**config.mk**
```make
export PLATFORM = sky130hd
export DESIGN_NAME = ddr_deser
export DESIGN_NICKNAME = d
export VERILOG_FILES = /design/src/rtl/ddr_deser.sv
export SDC_FILE = /design/constraint.sdc
export NUM_CORES = 1
export LEC_CHECK = 0
export CORE_MARGIN = 1.5
export CORE_UTILIZATION = 60
export CTS_CLUSTER_SIZE = 40
export DETAILED_ROUTE_END_ITERATION = 8
export GPL_ROUTABILITY_DRIVEN = 0
export PLACE_DENSITY_LB_ADDON = 0.15
export SYNTH_ARGS = -nofsm -noshare
export SYNTH_HDL_FRONTEND = slang
export SYNTH_SLANG_ARGS = --single-unit
```
**constraint.sdc**
```tcl
create_clock -name clk -period 3 [get_ports clk]
set_clock_uncertainty 0.05 [all_clocks]
set_input_delay 0.9 -clock clk [delete_from_list [all_inputs] [get_ports clk]]
set_output_delay 0.9 -clock clk [all_outputs]
set_load 0.02 [all_outputs]
```
**src/rtl/ddr_deser.sv**
```systemverilog
// ddr_deser: word aligner and FWFT FIFO behind a 2-bit-per-clock DDR capture stage.
//   clk       clock shared with the DDR capture stage
//   rst       synchronous reset, active-high
//   din       captured pair; din[0] is the older bit, din[1] the newer bit
//   resync    one-cycle pulse: drop lock, flush the FIFO, clear overflow
//   data_o    FIFO head word, meaningful while valid=1
//   valid     FIFO non-empty
//   ready     consumer accepts the head word when valid & ready
//   locked    high while word alignment is locked
//   overflow  sticky: a word was dropped because the FIFO was full
// The bit stream is hunted for SYNC at either bit alignment. Once locked, each
// aligned non-SYNC word is pushed into the FIFO; SYNC words are idle fill.
module ddr_deser #(
  parameter int unsigned    w     = 8,
  parameter logic [w-1:0]   SYNC  = w'(8'hA5),
  parameter int unsigned    depth = 16
) (
  input  logic         clk,
  input  logic         rst,
  input  logic [1:0]   din,
  input  logic         resync,
  output logic [w-1:0] data_o,
  output logic         valid,
  input  logic         ready,
  output logic         locked,
  output logic         overflow
);

  localparam int unsigned     CntW    = (w > 4) ? $clog2(w / 2) : 1;
  localparam int unsigned     AW      = $clog2(depth);
  localparam logic [CntW-1:0] CntLast = CntW'(w / 2 - 1);
  localparam logic [CntW-1:0] CntOne  = CntW'(1);
  localparam logic [AW:0]     PtrOne  = (AW + 1)'(1);

  typedef enum logic {StHunt, StLocked} state_e;

  state_e          state_q, state_d;
  logic [w:0]      sr_q;
  logic            phase_q, phase_d;
  logic [CntW-1:0] cnt_q, cnt_d;
  logic [AW:0]     wr_q, rd_q;
  logic [w-1:0]    mem_q [depth];
  logic            overflow_q;

  logic [w-1:0] win_a, win_b, word;
  logic         push, pop, full, push_ok, push_drop;

  // Window A ends on the newest bit, window B one bit earlier.
  assign win_a = sr_q[w-1:0];
  assign win_b = sr_q[w:1];
  assign word  = phase_q ? win_b : win_a;

  // The lock cycle already holds the first pair after SYNC, so a word is
  // complete in the window when cnt reaches its last value.
  always_comb begin
    state_d = state_q;
    phase_d = phase_q;
    cnt_d   = cnt_q;
    push    = 1'b0;
    if (resync) begin
      state_d = StHunt;
      cnt_d   = '0;
    end else begin
      case (state_q)
        StHunt: begin
          if (win_a == SYNC) begin
            state_d = StLocked;
            phase_d = 1'b0;
            cnt_d   = '0;
          end else if (win_b == SYNC) begin
            state_d = StLocked;
            phase_d = 1'b1;
            cnt_d   = '0;
          end
        end
        StLocked: begin
          cnt_d = (cnt_q == CntLast) ? '0 : cnt_q + CntOne;
          push  = (cnt_q == CntLast) && (word != SYNC);
        end
        default: state_d = StHunt;
      endcase
    end
  end

  // Pointers carry one extra wrap bit; full when only the wrap bits differ.
  assign full      = (wr_q[AW] != rd_q[AW]) && (wr_q[AW-1:0] == rd_q[AW-1:0]);
  assign valid     = (wr_q != rd_q);
  assign pop       = valid & ready & ~resync;
  assign push_ok   = push & (~full | pop);
  assign push_drop = push & full & ~pop;

  always_ff @(posedge clk) begin
    if (rst) begin
      sr_q       <= '0;
      state_q    <= StHunt;
      phase_q    <= 1'b0;
      cnt_q      <= '0;
      wr_q       <= '0;
      rd_q       <= '0;
      overflow_q <= 1'b0;
      mem_q      <= '{default: '0};
    end else begin
      sr_q    <= {sr_q[w-2:0], din[0], din[1]};
      state_q <= state_d;
      phase_q <= phase_d;
      cnt_q   <= cnt_d;
      if (resync) begin
        // Flush by moving the write pointer so the stale head stays put.
        wr_q       <= rd_q;
        overflow_q <= 1'b0;
      end else begin
        if (push_ok) begin
          mem_q[wr_q[AW-1:0]] <= word;
          wr_q                <= wr_q + PtrOne;
        end
        if (pop) rd_q <= rd_q + PtrOne;
        if (push_drop) overflow_q <= 1'b1;
      end
    end
  end

  assign data_o   = mem_q[rd_q[AW-1:0]];
  assign locked   = (state_q == StLocked);
  assign overflow = overflow_q;

endmodule

```
==> results of run 1 <==
==> final cells by class <==
type	instances	area, sq um
clock buffers	23	498
clock inverters	8	118
fillers	872	3380
inverters	7	26.3
multi-input cells	570	4130
flip-flops and latches	152	3050
well taps	168	210
repair buffers	65	661
==> power by group <==
part | switching, mW | leakage (nW) | internal [mW]
clock network | 0.829 | 0.305 | 1.41
logic | 0.208 | 1.44 | 0.124
registers | 0.0164 | 1.23 | 2.03
==> per-layer routing <==
metal,part of all wire,global-route usage,vias to the layer above
met5,0,0,-
li1,-,-,2971
met2,0.47,0.550,346
met4,0.045,0.183,0
met3,0.085,0.0794,78
met1,0.40,0.452,3171
==> cells in the final DEF (no fill, tap or decap), drive strengths merged, types with 7 or more instances in the layout <==
cell type    n
inv          7
nand2b      34
mux2i       41
nor3       194
o21ai       15
a21boi      13
a21oi      106
buf         57
nor2b       11
nor2        24
and2        18
clkbuf      24
dfxtp      152
a211oi      12
mux4        32
==> worst max-delay path: stages (launching register included) <==
cell and delay [ns]:
dfxtp_4 0.41, buf_12 0.14, mux4_2 0.50, and2_4 0.17, a211oi_2 0.20, a21oi_1 0.08, buf_4 0.18
==> synthesized netlist by cell type, drive strengths merged, types with 3 or more instances <==
cell,count
xor2,4
nor2b,11
inv,7
xnor2,6
a211oi,12
nand2,6
a21boi,13
mux2i,41
a21o,3
mux2,6
buf,29
clkbuf,41
ha,6
o21ai,15
and3,5
nor4,3
nand2b,34
and3b,3
and2,18
dfxtp,152
mux4,32
nand4,5
nand3,4
nor2,24
a21oi,106
nor3,194
==> flip-flops by register name, summed over array words and instances, names as in the netlist <==
name / flops
wr_q: 5
locked: 1
mem_q: 128
overflow: 1
sr_q: 9
cnt_q: 2
rd_q: 5
phase_q: 1
==> per-stage QoR <==
stage          setup TNS [ns]  utilization  hold WS [ns]  std cells  power, mW
2_1_floorplan               0            -         0.398        799       2.30
3_3_place_gp           -0.191        0.657         0.408        958       2.38
3_5_place_dp           -0.476        0.657         0.418        958       2.39
4_1_cts                -0.543        0.708         0.427        990       4.59
5_1_grt                -0.698        0.720         0.449        993       4.72
6_report               -0.372        0.720         0.431        993       4.61
==> cells by family (layout without fill, tap and decap cells) <==
group | count (synthesis) | count (layout)
AOI/OAI and AO/OA | 163 | 163
xor gates and xnor gates | 10 | 10
adders and majority gates | 6 | 6
buffers and inverters | 77 | 103
DFF | 152 | 152
muxes | 79 | 79
and+or+nand+nor | 312 | 312
==> worst paths after layout <==
check	end	slack (ns)	startpoint
hold reg to reg	mem_q[65]$_SDFFE_PP0P_	0.43	mem_q[65]$_SDFFE_PP0P_
setup / recovery	data_o[2]	-0.07	rd_q[0]$_SDFFE_PP0P_
setup reg to reg	mem_q[53]$_SDFFE_PP0P_	0.43	rd_q[0]$_SDFFE_PP0P_
hold / removal	mem_q[65]$_SDFFE_PP0P_	0.43	mem_q[65]$_SDFFE_PP0P_
==> what timing repair did <==
action	CTS	global route
endpoints found under the setup margin	9	9
resized for setup	41	31
pin swaps	1	8
cloned	0	1
setup buffers	1	2
==> results.cfg, run 1 <==
[timing]
setup_violations = 8
tightest_slew_ns = 0.788
slew_viol_final = 0
rsz0062_at_grt = true
finalWorstSetupSlack_ns = -0.0654
timing.final.crit_share = 1.02
fmax_mhz = 326
hold_viol_final = 0
fin_crit_ns = 3.07
slew_headroom = 0.475

[route]
dr.pass1.iters = 8
drtIter0Drc = 826
routed-via-count = 6566
via_per_inst = 6.61
finalWirelength_microns = 22300
wl_per_cell_microns = 22.4
final_antenna_net_count = 0
drc_errors = 0

[logic_synthesis]
yosysWarnings = 0
syn_nets = 811
ys_seq_area_frac = 0.408
synthSimpleGateAreaFrac = 0.224
syn_avg_cell_area_sq_um = 9.34
ys.flop_type = dfxtp_1
synthAdderAreaFrac = 0.0101
ys_ff_latch = 152
ys_types = 51
async_flop_share = 0
syn-cell-area_sq_um = 7460
synth_mux_area_frac = 0.161
synth_compound_area_frac = 0.135
syn_inst = 799
synth_top_family_by_area = simple AND/OR/NAND/NOR gates
synth_top_area_share = 0.408
synth_area_leaders = dfxtp_1, nor3_1, mux4_2
synth_top_area_cell = dfxtp_1
synth_edf_count = 0
synthXorXnorAreaFrac = 0.0117

[critical_path]
crit_type = register to output port
worst_setup_path_end_kind = output port
critPathMaxFanout = 5
reg2reg_depth = 8
cp-start-kind = register
cp.arrival_ns = 2.12
required_ns = 2.05

[floorplanning]
rows = 40
start_util = 0.619
die_w_microns = 115
die_h_microns = 115
ioPinCount = 17
dieArea_sq_um = 13100
core_area_sq_um = 12100

[clock_network]
insertion_delay_ns = 0.43
clock_sinks = 152
cts_buffer_depth = 2
cts_hold_buf = 0
tritoncts = done
cts-root-buf = clkbuf_16
htree_levels = 4
clkTransAtPathRegs_ns = 0.06
cts_made_buffers = 17

[run_status]
status = complete, but fails checks
violations = setup timing

[pwr]
pwr_density_cell_nw_per_um2 = 531
p_leak_nw = 2.97
ir_drop_v = 0.000577

[finish]
nets = 825
n_antenna_cell = 0
design_area_sq_um = 8690
syn_to_final_growth_pct = 16.4
drive_above_1_share = 0.204

[placement]
dpl_cell_area_sq_um = 7920
hpwl_microns = 14300
dp_slack_ns = -0.109
port_buffers = 16

[global_routing]
overflow = 0
grt_pass1_wl_microns = 34800
track_usage = 0.350
antenna_found_initial = 0
grt_max_degree = 81
grt_pass1_vias = 6390

[job]
drv_cap = 0

[hold_path]
min_path_cells = 2
holdCritPathClass = register to register
(Power assumes the default switching activity.)
==> run 2, diff against run 1 <==
--- a/config.mk
+++ b/config.mk
@@ -11,6 +11,8 @@
 export DETAILED_ROUTE_END_ITERATION = 8
 export GPL_ROUTABILITY_DRIVEN = 0
 export PLACE_DENSITY_LB_ADDON = 0.15
+export RECOVER_POWER = 100
+export SLEW_MARGIN = 40
 export SYNTH_ARGS = -nofsm -noshare
 export SYNTH_HDL_FRONTEND = slang
 export SYNTH_SLANG_ARGS = --single-unit
==> results.cfg, run 2 (synthesized netlist as in run 1, its figures left out) <==
[run_status]
status = complete, but fails checks
violations = capacitance limit, slew limit, setup timing

[pwr]
p_sw_frac = 0.227
pwr_density_cell_nw_per_um2 = 533
p_leak_nw = 2.98
pwr-share-clk = 0.485
p_seq_frac = 0.444
ir_drop_v = 0.000575
combPwrFrac = 0.071
p_int_mw = 3.56
p_sw_mw = 1.05

[finish]
final_common_cell = nor3_1
regArea_sq_um = 3050
nets = 825
final_util = 0.716
n_antenna_cell = 0
instances_no_fill = 993
largest_reg_flops = 128
n_fill_cell = 882
reg.largest.list = mem_q x128, sr_q x9
drive_above_1_share = 0.199
multiInputGateArea_sq_um = 4100
top_register = mem_q
syn_to_final_growth_pct = 15.6
final_cell_mix = nor3_1, dfxtp_1, a21oi_1, mux2i_1, buf_4

[route]
drc_errors = 0
wl_met3_microns = 2030
dr.pass1.iters = 6
drtIter0Drc = 812
finalWirelength_microns = 22300
dr_wl_met2_microns = 10500
wl_per_cell_microns = 22.4
via_per_inst = 6.66
dr.max_layer_used = met4
final_antenna_net_count = 0
m1WireLength_microns = 8790
routed-via-count = 6614

[floorplanning]
start_util = 0.619
core_area_sq_um = 12100
die_h_microns = 115
die_w_microns = 115
rows = 40
ioPinCount = 17
dieArea_sq_um = 13100

[global_routing]
antenna_found_initial = 0
grt_pass1_wl_microns = 34800
grt_pass1_vias = 6390
track_usage = 0.350
grt_max_degree = 81
overflow = 0

[hold_path]
hold_start = mem_q[65]$_SDFFE_PP0P_
min_path_cells = 2
hold_end = mem_q[65]$_SDFFE_PP0P_
holdCritPathClass = register to register

[timing]
timing.final.crit_share = 1.02
finalWorstSetupSlack_ns = -0.0675
hold_viol_final = 0
fin_crit_ns = 3.07
slew_viol_final = 81
tightest_slew_ns = 1.51
setup_violations = 8
slew_headroom = -0.00978
final.setup.tns_ns = -0.381
fmax_mhz = 326
rsz0062_at_grt = true

[clock_network]
clock_sinks = 152
clkTransAtPathRegs_ns = 0.06
tritoncts = done
htree_levels = 4
cts-root-buf = clkbuf_16
cts_made_buffers = 17
insertion_delay_ns = 0.43
cts_buffer_depth = 2

[critical_path]
crit_chain = buf_12 > mux4_2 > and2_4 > a211oi_2 > a21oi_1 > buf_4
cp.arrival_ns = 2.12
reg2reg_from = rd_q[2]$_SDFFE_PP0P_
worst_setup_path_end_kind = output port
reg2reg_depth = 9
required_ns = 2.05
critPathMaxFanout = 5
ff2ff_setup_slack_ns = 0.14
slowest_stage = mux4_2
reg2reg_to = mem_q[16]$_SDFFE_PP0P_
cp-start-kind = register
crit_type = register to output port
critPathMaxStageDelay_ns = 0.50

[placement]
port_buffers = 16
hpwl_microns = 14300
dp_slack_ns = -0.109
dpl.cell_count = 958

[job]
drv_cap = 1
run 2: cell type report:
cell class,count,area share
sequential,152,0.353
timing repair buffer,65,0.0728
inverter,7,0.00304
clock inverter,8,0.0136
clock buffer,23,0.0577
multi-input combinational,570,0.476
tap,168,0.0244
run 2: worst max-delay path, delay by kind of cell (launching register included):
kind,cells,cell delay (ns)
mux,1,0.50
flops,1,0.41
buf+inv,2,0.32
compound gates,2,0.28
simple gates,1,0.17
run 2: what timing repair did:
item,CTS,global route
gates cloned,0,1
hold buffers,0,0
setup buffers,1,2
setup endpoints to repair,9,9
gates resized for setup,41,31
pin swaps,1,8
run 2: how the worst max path moves through the flow:
stage	start	endpoint	cells after the start
2_1_floorplan	rd_q[0]$_SDFFE_PP0P_	data_o[0]	6
3_3_place_gp	rd_q[0]$_SDFFE_PP0P_	data_o[2]	5
3_5_place_dp	rd_q[0]$_SDFFE_PP0P_	data_o[2]	5
4_1_cts	rd_q[0]$_SDFFE_PP0P_	data_o[0]	7
5_1_grt	rd_q[0]$_SDFFE_PP0P_	data_o[0]	7
6_report	rd_q[0]$_SDFFE_PP0P_	data_o[2]	6
run 2: through the flow:
stage	instance area [sq um]	hold WS (ns)	total power [mW]
5_1_grt	8630	0.449	4.72
6_report	8630	0.431	4.60
3_3_place_gp	7920	0.408	2.38
4_1_cts	8540	0.427	4.59
2_1_floorplan	7460	0.398	2.30
3_5_place_dp	7920	0.418	2.39
run 2: power by group through the flow:
stage / combinational (mW) / clock [mW] / sequential (mW)
3_3_place_gp: 0.298 / 0 / 2.09
5_1_grt: 0.345 / 2.33 / 2.04
2_1_floorplan: 0.216 / 0 / 2.08
6_report: 0.326 / 2.23 / 2.04
4_1_cts: 0.310 / 2.24 / 2.04
3_5_place_dp: 0.305 / 0 / 2.09
run 2: per-layer routing:
| metal | up-vias | global-route usage |
|---|---|---|
| met5 | - | 0 |
| met4 | 0 | 0.183 |
| met3 | 72 | 0.0794 |
| met2 | 356 | 0.550 |
| met1 | 3220 | 0.452 |
| li1 | 2966 | - |
==> run 3, diff against run 2 <==
==> constraint.sdc (replaced) <==
create_clock -name clk -period 2.96 [get_ports clk]
set_clock_uncertainty 0.05 [all_clocks]
set_input_delay 0.888 -clock clk [delete_from_list [all_inputs] [get_ports clk]]
set_output_delay 0.888 -clock clk [all_outputs]
set_load 0.02 [all_outputs]
==> results.cfg, run 3 (synthesized netlist as in run 1, its figures left out) <==
[run_status]
status = complete, but fails checks
violations = capacitance limit, slew limit, setup timing

[floorplanning]
dieArea_sq_um = 13100
die_w_microns = 115
ioPinCount = 17
start_util = 0.619
die_h_microns = 115
rows = 40
core_area_sq_um = 12100

[global_routing]
overflow = 0
grt_max_degree = 76
grt_util_met1 = 0.463
busiest_layer = met2
grt_use_met3 = 0.0783
use_met2 = 0.530
grt_pass1_vias = 6167
track_usage = 0.344
antenna_found_initial = 0
grt_pass1_wl_microns = 34200

[pwr]
p_leak_nw = 2.93
combPwrFrac = 0.073
p_sw_frac = 0.232
pwr-share-clk = 0.469
pwr_density_cell_nw_per_um2 = 530
p_int_mw = 3.48
p_sw_mw = 1.05
ir_drop_v = 0.000427
p_seq_frac = 0.458

[critical_path]
cp-endpoint = data_o[7]
crit_chain = clkbuf_16 > buf_6 > mux4_2 > a211oi_4 > a21oi_2 > buf_4
crit_start = rd_q[0]$_SDFFE_PP0P_
reg2reg_depth = 9
reg2reg_from = rd_q[2]$_SDFFE_PP0P_
reg2reg_to = mem_q[18]$_SDFFE_PP0P_
cp.arrival_ns = 2.16
worst_setup_path_end_kind = output port
required_ns = 2.02
cp-start-kind = register
ff2ff_setup_slack_ns = -0.01
critPathMaxStageDelay_ns = 0.51
critPathMaxFanout = 5
slowest_stage = mux4_2
crit_type = register to output port

[finish]
syn_to_final_growth_pct = 14.5
drive_above_1_share = 0.197
n_antenna_cell = 0
regArea_sq_um = 3050
largest_reg_flops = 128
final_cell_mix = nor3_1, dfxtp_1, a21oi_1, mux2i_1, buf_4
top_register = mem_q
multiInputGateArea_sq_um = 4090
instances_no_fill = 996
final_common_cell = nor3_1
n_fill_cell = 896
reg.largest.list = mem_q x128, sr_q x9
nets = 828

[timing]
hold_viol_final = 0
timing.final.crit_share = 1.05
tightest_slew_ns = 1.52
slew_headroom = -0.0106
setup_violations = 11
fin_crit_ns = 3.10
rsz0062_at_grt = true
slew_viol_final = 76
fmax_mhz = 322
finalWorstSetupSlack_ns = -0.141

[route]
finalWirelength_microns = 21700
final_antenna_net_count = 0
via_per_inst = 6.55
dr.pass1.iters = 8
routed-via-count = 6521
drc_errors = 0
drtIter0Drc = 856
wl_per_cell_microns = 21.8

[clock_network]
clock_sinks = 152
clkTransAtPathRegs_ns = 0.06
cts_hold_buf = 0
insertion_delay_ns = 0.43
cts_made_buffers = 17
cts-root-buf = clkbuf_16
cts_buffer_depth = 2
htree_levels = 4
tritoncts = done

[job]
drv_cap = 1

[placement]
hpwl_microns = 14200
port_buffers = 16
dpl.cell_count = 961
dp_slack_ns = -0.141

[hold_path]
holdCritPathClass = register to register
## run 3: changes by cell type in the layout (fill, tap and decap cells not counted), moves of 2 or more
| cell | change |
|---|---|
| clkbuf_8 | -2 |
| buf_12 | -2 |
| clkbuf_1 | +4 |
| buf_2 | +5 |
| buf_6 | -3 |
| dlygate4sd3_1 | +2 |
| clkdlybuf4s50_1 | -2 |
| and2_4 | -3 |
| and2_1 | +3 |
## run 3: metal layers
metal  routed length, microns  part of all wire
met3                     1830             0.084
met4                      757             0.035
met2                    10200              0.47
met1                     8970              0.41
met5                        0                 0
## run 3: timing repair
item,4_1_cts,5_1_grt
cloned,0,1
setup buffers,0,3
resized for setup,41,22
pin swaps,2,6
endpoints found under the setup margin,9,9
## run 3: cell type report
type                       instances  area share
clock inverter                     8      0.0113
timing repair buffer              68      0.0697
inverter                           7     0.00307
clock buffer                      23      0.0559
sequential                       152       0.356
multi-input combinational        570       0.479
tap                              168      0.0246
## run 3: how the worst min path moves through the flow
| stage | endpoint | cells after the start | start | slack [ns] |
|---|---|---|---|---|
| finish | mem_q[71]$_SDFFE_PP0P_ | 2 | mem_q[71]$_SDFFE_PP0P_ | 0.43 |
| global route | sr_q[2]$_SDFF_PP0_ | 1 | sr_q[0]$_SDFF_PP0_ | 0.45 |
| CTS | mem_q[67]$_SDFFE_PP0P_ | 2 | mem_q[67]$_SDFFE_PP0P_ | 0.43 |
| detailed placement | mem_q[67]$_SDFFE_PP0P_ | 2 | mem_q[67]$_SDFFE_PP0P_ | 0.42 |
| global placement | mem_q[99]$_SDFFE_PP0P_ | 2 | mem_q[99]$_SDFFE_PP0P_ | 0.41 |
| floorplan | sr_q[2]$_SDFF_PP0_ | 1 | sr_q[0]$_SDFF_PP0_ | 0.40 |
## run 3: worst max-delay path, delay by kind of cell, from the launching register on
kind | cells | cell delay, ns
buffers and inverters | 3 | 0.43
AOI/OAI and AO/OA | 2 | 0.37
muxes | 1 | 0.51
DFF | 1 | 0.42
## run 3: power by group through the flow
stage,Sequential (mW),Clock (mW),Combinational (mW)
after floorplan,2.11,0,0.219
after global placement,2.11,0,0.309
after detailed placement,2.11,0,0.315
after CTS,2.07,2.13,0.317
after global routing,2.07,2.23,0.351
final,2.07,2.12,0.331
## run 3: stage by stage
stage | total power, mW | hold WS, ns | TNS, ns | area, sq um | utilization
after floorplan | 2.33 | 0.398 | 0 | 7460 | -
after global placement | 2.42 | 0.408 | -0.518 | 7960 | 0.660
after detailed placement | 2.43 | 0.420 | -0.804 | 7960 | 0.660
after CTS | 4.51 | 0.427 | -0.638 | 8530 | 0.707
after global routing | 4.65 | 0.450 | -2.67 | 8550 | 0.709
final | 4.53 | 0.433 | -0.881 | 8550 | 0.709
==> variant, RTL diff (flow settings as in run 1) <==
Set the parameter `w` to 16 (it was 8).
--- a/src/rtl/ddr_deser.sv
+++ b/src/rtl/ddr_deser.sv
@@ -11,7 +11,7 @@
 // The bit stream is hunted for SYNC at either bit alignment. Once locked, each
 // aligned non-SYNC word is pushed into the FIFO; SYNC words are idle fill.
 module ddr_deser #(
-  parameter int unsigned    w     = 8,
+  parameter int unsigned    w     = 16,
   parameter logic [w-1:0]   SYNC  = w'(8'hA5),
   parameter int unsigned    depth = 16
 ) (
Ports: changed (resized data_o); port bits go from 17 to 25. No check against the original RTL was run, so the function may have changed too.
==> variant against run 1 <==
The run still ends with setup timing left; final cell count rose by 77%; synthesized area rose by 86%; count of clock-buffer cells in the layout rose by 24; first-iteration DRC count rose by 87%; fmax fell by 11%; routed wire length rose by 98%; sequential cell count rose by 137; total power rose by 82%; worst setup slack got worse by 0.36 ns; non-clock buffer count rose by 60; cell area rose by 87%; critical endpoint is now data_o[14].
==> variant: results <==
[yosys]
syn_area_per_cell_sq_um = 9.626
synth_cell_type_count = 58
synth_common_cells = nor3_1, dfxtp_1, a21oi_1, clkbuf_1, mux4_2
yosysSeqAreaShare_pct = 41.59
synth.area.top_cells = dfxtp_1, nor3_1, mux4_2
ys.flop_type = dfxtp_1
ys_async_sr_fraction_pct = 0

[cts]
clk_path_buf_depth = 3
cts_made_buffers = 31
htreeDepth = 1
clockRootBuffer = clkbuf_16
clk_latency_ns = 0.55

[global_routing]
grt_max_degree = 175
gr-usage-met2_pct = 57.42
grt_use_met3_pct = 6.992
met1_usage_pct = 51.15
gr-usage-all-layers_pct = 37.02
grt_pass1_wl_um = 68340
first_global_vias = 11400

[run_status]
status = complete, but fails checks
failed_checks = setup timing

[setup_path]
critical_path.max_fanout = 8

[timing]
fin_setup_tns_ns = -5.947
setup_ws_ns = -0.4272
setup_viol = 16
worstMarginPinSlew_ns = 0.8433

[min_path]
worstHoldPathType = reg -> reg

[power_and_ir_drop]
cellLeakagePower_nw = 5.968
irDropWorstVdd_mv = 0.4886
p_sw_mw = 1.851

[route]
routed_via_density = 6.867
drt-total-wl_um = 44170
drtIter0Drc = 1542
dr.pass1.iters = 5

[placed_design]
place_inst = 1683
dp_slack_ns = -0.2373
numPortBuffers = 24
dp_hpwl_um = 26350

[final_layout]
layout-drive-gt1-share_pct = 22.55
reg_top3 = mem_q: 256 flops, sr_q: 17 flops
layout.cells.non_filler = 1753
diodes = 0
nNetsFinal = 1457
## variant: cell types whose count changed after synthesis, moves of 8 or more
cell | before | now
buf_4 | 11 | 22
dfxtp_1 | 152 | 289
nor2_1 | 23 | 9
nor3_1 | 194 | 379
nor3_2 | 0 | 41
a21oi_1 | 106 | 211
nand2b_1 | 34 | 67
mux2i_1 | 41 | 49
mux4_2 | 32 | 80
and3_1 | 5 | 14
nor2b_1 | 11 | 21
clkbuf_1 | 41 | 110
and2_1 | 18 | 3
## variant: routing by layer
layer / wire [um] / share of wire [%]
met1: 17490 / 40
met2: 19970 / 45
met3: 4805 / 11
met4: 1907 / 4.3
met5: 0 / 0
## variant: repair_timing
| item | in CTS | in global routing |
|---|---|---|
| endpoints found under the setup margin | 17 | 92 |
| pin swaps | 1 | 0 |
| setup buffers | 7 | 2 |
| resized for setup | 109 | 6 |
| gates cloned | 5 | 0 |
## variant: cell type report
cell class                 instances  area [sq um]
tap                              285         356.6
inverter                           7         26.28
fill                            1679          6442
clock inverter                    10         150.1
multi-input combinational        990          7392
sequential                       289          5794
timing repair buffer             125          1610
clock buffer                      47         937.1
## variant: stage by stage
stage | cell area [sq um] | util (%)
floorplan | 13920 | -
global placement | 14890 | 65.58
global route | 16270 | 71.63
finish | 16270 | 71.63
detailed placement | 14890 | 65.58
CTS | 16220 | 71.41
## variant: power by group through the flow
stage	logic, mW	registers, mW	clock network (mW)
final	0.491	3.86	4.05
after global routing	0.518	3.86	4.23
after CTS	0.478	3.87	4.05
after global placement	0.389	3.95	0
after floorplan	0.287	3.94	0
after detailed placement	0.394	3.95	0
## variant: path summary, 6_finish.rpt
check | slack, ns | endpoint | startpoint | depth (start not counted)
setup / recovery | -0.43 | data_o[14] | rd_q[0] | 5
hold / removal | 0.42 | mem_q[137] | mem_q[137] | 2
setup reg to reg | 0.22 | mem_q[188] | phase_q | 6
hold reg to reg | 0.42 | mem_q[137] | mem_q[137] | 2
## variant: worst max-delay path, cell delays in order, from the launching register on
cell and delay, ns:
dfxtp_4 0.41, buf_12 0.16, buf_12 0.15, mux4_2 0.50, mux4_2 0.54, buf_6 0.16
## variant: kinds of logic after synthesis
logic type | Yosys count | share of synthesized area, %
AND/OR/NAND/NOR | 569 | 23.48
flip-flops | 289 | 41.59
AO/OA/AOI/OAI | 259 | 10.39
buffers and inverters | 166 | 5.424
multiplexers | 145 | 17.86
XOR/XNOR | 10 | 0.6297
adder cells (fa/ha/maj) | 7 | 0.6296
